### config.mk
export PLATFORM = sky130hd
export DESIGN_NAME = uart_tx_framed
export DESIGN_NICKNAME = d
export VERILOG_FILES = /design/src/rtl/uart_tx_framed.sv
export SDC_FILE = /design/constraint.sdc
export NUM_CORES = 1
export LEC_CHECK = 0
export CAP_MARGIN = 20
export CORE_MARGIN = 2
export CORE_UTILIZATION = 24
export CTS_CLUSTER_SIZE = 12
export DETAILED_ROUTE_END_ITERATION = 8
export SLEW_MARGIN = 20
export SYNTH_ARGS = -nofsm -noshare
export SYNTH_HDL_FRONTEND = slang
export SYNTH_SLANG_ARGS = --single-unit
export TNS_END_PERCENT = 50
### constraint.sdc
create_clock -name clk -period 3.4 [get_ports clk]
set_clock_uncertainty 0.15 [all_clocks]
set_input_delay 0.34 -clock clk [delete_from_list [all_inputs] [get_ports clk]]
set_output_delay 0.34 -clock clk [all_outputs]
set_load 0.05 [all_outputs]
### src/rtl/uart_tx_framed.sv
// Buffered UART transmitter: a small FIFO feeds a start/data/parity/stop framer.
// The line and the done pulse are registered one cycle behind the state machine.
//
// state    | meaning
// ---------+--------------------------------------------------
// S_IDLE   | line high, waiting for the FIFO to hold a word
// S_START  | driving the start bit (0)
// S_DATA   | shifting payload bits out, LSB first
// S_PARITY | driving the even/odd parity bit
// S_STOP   | driving stop bit(s); pops the next word on the last one
module uart_tx_framed #(
   parameter int CLOCK_SPEED = 50_000_000,
   parameter int BAUD_RATE   = 115_200,
   parameter int DATA_BITS   = 8,
   parameter int PARITY      = 0,
   parameter int STOP_BITS   = 1,
   parameter int FIFO_DEPTH  = 4
) (
   input  logic                          clk,
   input  logic                          rst,
   input  logic [DATA_BITS-1:0]          data,
   input  logic                          send,
   output logic                          ready,
   output logic                          tx,
   output logic                          tx_done,
   output logic                          busy,
   output logic [$clog2(FIFO_DEPTH):0]   fifo_count
);

   localparam int BAUD_WIDTH = CLOCK_SPEED / BAUD_RATE;
   localparam int AW         = $clog2(FIFO_DEPTH);
   localparam int BCW        = $clog2(BAUD_WIDTH);

   if (BAUD_WIDTH < 2 || DATA_BITS < 5 || DATA_BITS > 9 || PARITY < 0 || PARITY > 2 ||
       STOP_BITS < 1 || STOP_BITS > 2 || FIFO_DEPTH < 2 ||
       (FIFO_DEPTH & (FIFO_DEPTH - 1)) != 0) begin : g_param_check
      $error("uart_tx_framed: parameter out of range");
   end

   typedef enum logic [2:0] {S_IDLE, S_START, S_DATA, S_PARITY, S_STOP} state_t;

   state_t                 state;
   logic [DATA_BITS-1:0]   mem [FIFO_DEPTH];
   logic [AW-1:0]          wptr;
   logic [AW-1:0]          rptr;
   logic [DATA_BITS-1:0]   shreg;
   logic                   par_bit;
   logic [BCW-1:0]         baud_cnt;
   logic [3:0]             bit_cnt;
   logic                   done_q;
   logic                   line;
   logic                   push;
   logic                   pop;
   logic                   non_empty;
   logic                   bit_end;
   logic [DATA_BITS-1:0]   head;

   assign ready     = fifo_count < (AW + 1)'(FIFO_DEPTH);
   assign push      = send && ready;
   assign non_empty = fifo_count != '0;
   assign bit_end   = baud_cnt == BCW'(BAUD_WIDTH - 1);
   assign head      = mem[rptr];
   // The next word is taken either from idle or straight off the last stop bit, so frames abut.
   assign pop       = non_empty && ((state == S_IDLE) ||
                      (state == S_STOP && bit_end && bit_cnt == 4'(STOP_BITS - 1)));

   always_ff @(posedge clk) begin
      if (push) mem[wptr] <= data;
   end

   always_comb begin
      line = 1'b1;
      case (state)
         S_START:  line = 1'b0;
         S_DATA:   line = shreg[0];
         S_PARITY: line = par_bit;
         default:  line = 1'b1;
      endcase
   end

   always_ff @(posedge clk) begin
      if (rst) begin
         state      <= S_IDLE;
         tx         <= 1'b1;
         tx_done    <= 1'b0;
         done_q     <= 1'b0;
         busy       <= 1'b0;
         fifo_count <= '0;
         wptr       <= '0;
         rptr       <= '0;
         baud_cnt   <= '0;
         bit_cnt    <= '0;
         shreg      <= '0;
         par_bit    <= 1'b0;
      end else begin
         tx      <= line;
         tx_done <= done_q;
         done_q  <= 1'b0;

         if (push) wptr <= wptr + 1'b1;
         if (pop) begin
            rptr    <= rptr + 1'b1;
            shreg   <= head;
            par_bit <= (^head) ^ 1'(PARITY == 2);
         end
         case ({push, pop})
            2'b10:   fifo_count <= fifo_count + 1'b1;
            2'b01:   fifo_count <= fifo_count - 1'b1;
            default: fifo_count <= fifo_count;
         endcase

         case (state)
            S_IDLE: begin
               if (non_empty) begin
                  state    <= S_START;
                  busy     <= 1'b1;
                  baud_cnt <= '0;
                  bit_cnt  <= '0;
               end
            end
            S_START: begin
               if (bit_end) begin
                  baud_cnt <= '0;
                  state    <= S_DATA;
               end else baud_cnt <= baud_cnt + 1'b1;
            end
            S_DATA: begin
               if (bit_end) begin
                  baud_cnt <= '0;
                  shreg    <= shreg >> 1;
                  if (bit_cnt == 4'(DATA_BITS - 1)) begin
                     bit_cnt <= '0;
                     state   <= (PARITY != 0) ? S_PARITY : S_STOP;
                  end else bit_cnt <= bit_cnt + 1'b1;
               end else baud_cnt <= baud_cnt + 1'b1;
            end
            S_PARITY: begin
               if (bit_end) begin
                  baud_cnt <= '0;
                  state    <= S_STOP;
               end else baud_cnt <= baud_cnt + 1'b1;
            end
            S_STOP: begin
               if (bit_end) begin
                  baud_cnt <= '0;
                  if (bit_cnt == 4'(STOP_BITS - 1)) begin
                     bit_cnt <= '0;
                     done_q  <= 1'b1;
                     if (non_empty) state <= S_START;
                     else begin
                        state <= S_IDLE;
                        busy  <= 1'b0;
                     end
                  end else bit_cnt <= bit_cnt + 1'b1;
               end else baud_cnt <= baud_cnt + 1'b1;
            end
            default: begin
               state <= S_IDLE;
               busy  <= 1'b0;
            end
         endcase
      end
   end

endmodule

==> results.toml <==
[status]
status = "complete, no violations"

[clock_network]
post_cts_buffers = 0
cts_root_buffer = "clkbuf_16"
cts-hold-fix-buffers = 0
numCtsBuffers = 9
clkLatencyLatePin_ns = 0.33
htreeDepth = 3
cts_max_path_buffers = 2
cts_resized = 0
clk_pin_slew_ns = 0.06
cts_tree = "yes"
clock-sinks = 70

[global_routing]
grt_remaining_overflow = 0
antenna_found_initial = 0
grt_max_degree = 19
grt_pass1_wl_um = 9800
grt_usage_pct = 8.83
first_global_vias = 2034

[sta]
fin_crit_ns = 3.01
drv_slew = 0
max_freq_mhz = 332
rsz0062_at_grt = "false"
tns_ns = 0
setup_viol = 0
worst_pin_slew_ns = 0.668
fin_crit_sh_pct = 88.5
slew_headroom_pct = 55.2
hold_viol_final = 0

[layout]
areaGrowthSynthToFinish_pct = 18.4
fillCellCount = 1357
finish.utilization_pct = 28.7
final_cell_mix = "dfxtp_1 (38), nor2_1 (32), edfxtp_1 (32)"
drive_above_1_share_pct = 13.1
final_nets = 313
diodes = 0
final_common_cell = "dfxtp_1"

[routing]
wl_per_cell_um = 12.2
drtPass1Iterations = 5
drtIter0Drc = 80
num_vias = 2014
ant_nets = 0
route.detailed.drc = 0
avgViaCountPerCell = 4.26
routed_wirelength_um = 5760

[power]
leakage_nw = 1.25
peakVddDrop_v = 0.000284
p_per_area_nw_per_um2 = 794

[die]
core_area_um2 = 13100
rows = 42
die_w_um = 119
io_pins = 18
die_h_um = 119
start_util_pct = 24.2
dieArea_um2 = 14200

[synth]
dominantRegCellSynth = "dfxtp_1"
syn_inst = 276
synth-seq-cells = 70
synthArstFlopShare_pct = 0
synth-edff-count = 32
syn-cell-area_um2 = 3170
yosysSeqAreaShare_pct = 54.3
synth_cell_types = 55
synth_warnings = 0
syn_area_per_cell_um2 = 11.5
syn-num-nets = 297

[placed_design]
detailed_place_hpwl_um = 3820
io_buffers = 17
gp_congestion = 0.769

[worst_setup_path]
critPathLaunch = "bit_cnt[0]"
start_kind = "register"
endpoint_kind = "register"
r2r_setup_slack_ns = 0.39
crit_fanout = 12
crit_path_end = "fifo_count[2]"
crit-reg2reg-capture = "fifo_count[2]"
crit_required_ns = 3.51
reg2reg_from = "bit_cnt[0]"
r2r_cells = 12
cp.arrival_ns = 3.11
critPathKind = "reg2reg"

[run]
maxCapViolCount = 0

[min_path]
worstHoldPathType = "reg2reg"
-- cell families (layout without fill, tap and decap cells) --
group	Yosys count	count (layout)	share of synthesized area (%)
simple gates	95	95	15.9
flops	70	70	54.3
compound gates	46	46	9.86
buf+inv	28	49	4.81
xor+xnor	18	18	4.97
fa+ha+maj	10	10	4.18
mux	9	9	5.99
-- where the power goes --
part           switching (mW)  internal (mW)
combinational           0.534          0.420
clock                   0.371          0.501
sequential              0.128           1.03
total                    1.03           1.95
-- critical path, cell delays in order, from the launching register on --
cell	delay, ns
dfxtp_1	0.35
inv_1	0.07
ha_1	0.12
or3b_4	0.38
nand3b_1	0.22
a21o_1	0.23
inv_2	0.17
ha_1	0.22
inv_1	0.06
fa_1	0.37
xor2_1	0.16
or3_1	0.30
a21oi_1	0.14
-- stage by stage --
step / hold WS (ns) / worst slack (ns) / instance area (µm²) / power, mW / instances
2_1_floorplan: 0.264 / 0.573 / 3170 / 1.94 / 276
3_5_place_dp: 0.282 / 0.406 / 3480 / 2.14 / 457
6_report: 0.288 / 0.392 / 3760 / 2.98 / 473
3_3_place_gp: 0.279 / 0.459 / 3480 / 2.11 / 457
5_1_grt: 0.317 / 0.203 / 3760 / 3.18 / 473
4_1_cts: 0.295 / 0.388 / 3760 / 3.02 / 473
-- flip-flops by register name, summed over array words and instances (netlist names), 2 cells and up, named ones only --
register and cells:
baud_cnt 9, bit_cnt 4, fifo_count 3, mem 32
rptr 2, shreg 8, state 3, wptr 2
-- cells in the mapped netlist, drive strengths merged (2+ instances only) --
master | instances | share of area, %
or3 | 6 | 1.2
inv | 14 | 1.7
nand3b | 3 | 0.71
ha | 9 | 3.5
dfxtp | 38 | 24
and2 | 5 | 1.0
edfxtp | 32 | 30
or2 | 2 | 0.39
xor2 | 5 | 1.4
clkbuf | 9 | 1.8
or4 | 3 | 0.71
o21ai | 7 | 1.1
a211oi | 2 | 0.47
xnor2 | 13 | 3.6
a311oi | 8 | 2.2
buf | 5 | 1.3
nor2b | 3 | 0.59
a21boi | 2 | 0.47
nand2 | 23 | 2.7
nand4 | 3 | 0.59
o31ai | 2 | 0.47
a22oi | 2 | 0.47
a21oi | 17 | 2.7
nor2 | 32 | 3.8
or2b | 2 | 0.55
or4b | 2 | 0.63
mux4 | 8 | 5.7
-- worst min path at each step --
stage | start | end | cells after the start
global route | done_q | tx_done | 1
floorplan | done_q | tx_done | 1
CTS | done_q | tx_done | 1
global placement | done_q | tx_done | 1
finish | done_q | tx_done | 1
detailed placement | done_q | tx_done | 1
-- metal layers --
metal	track usage [%]	vias to the layer above	part of all wire [%]
li1	-	1021	-
met1	10.7	956	48
met2	14.3	27	47
met3	3.02	10	3.4
met4	3.87	0	1.7
met5	0	-	0
-- final cells by class --
type                    count  area (µm²)  share of cell area, %
clock buffers               9         225                   6.00
clock inverters             7        52.6                   1.40
inverters                  14        52.6                   1.40
multi-input cells         178        1300                   34.6
flip-flops and latches     70        1720                   45.8
well taps                 176         220                   5.86
repair buffers             19         185                   4.93
(Power assumes the default switching activity.)
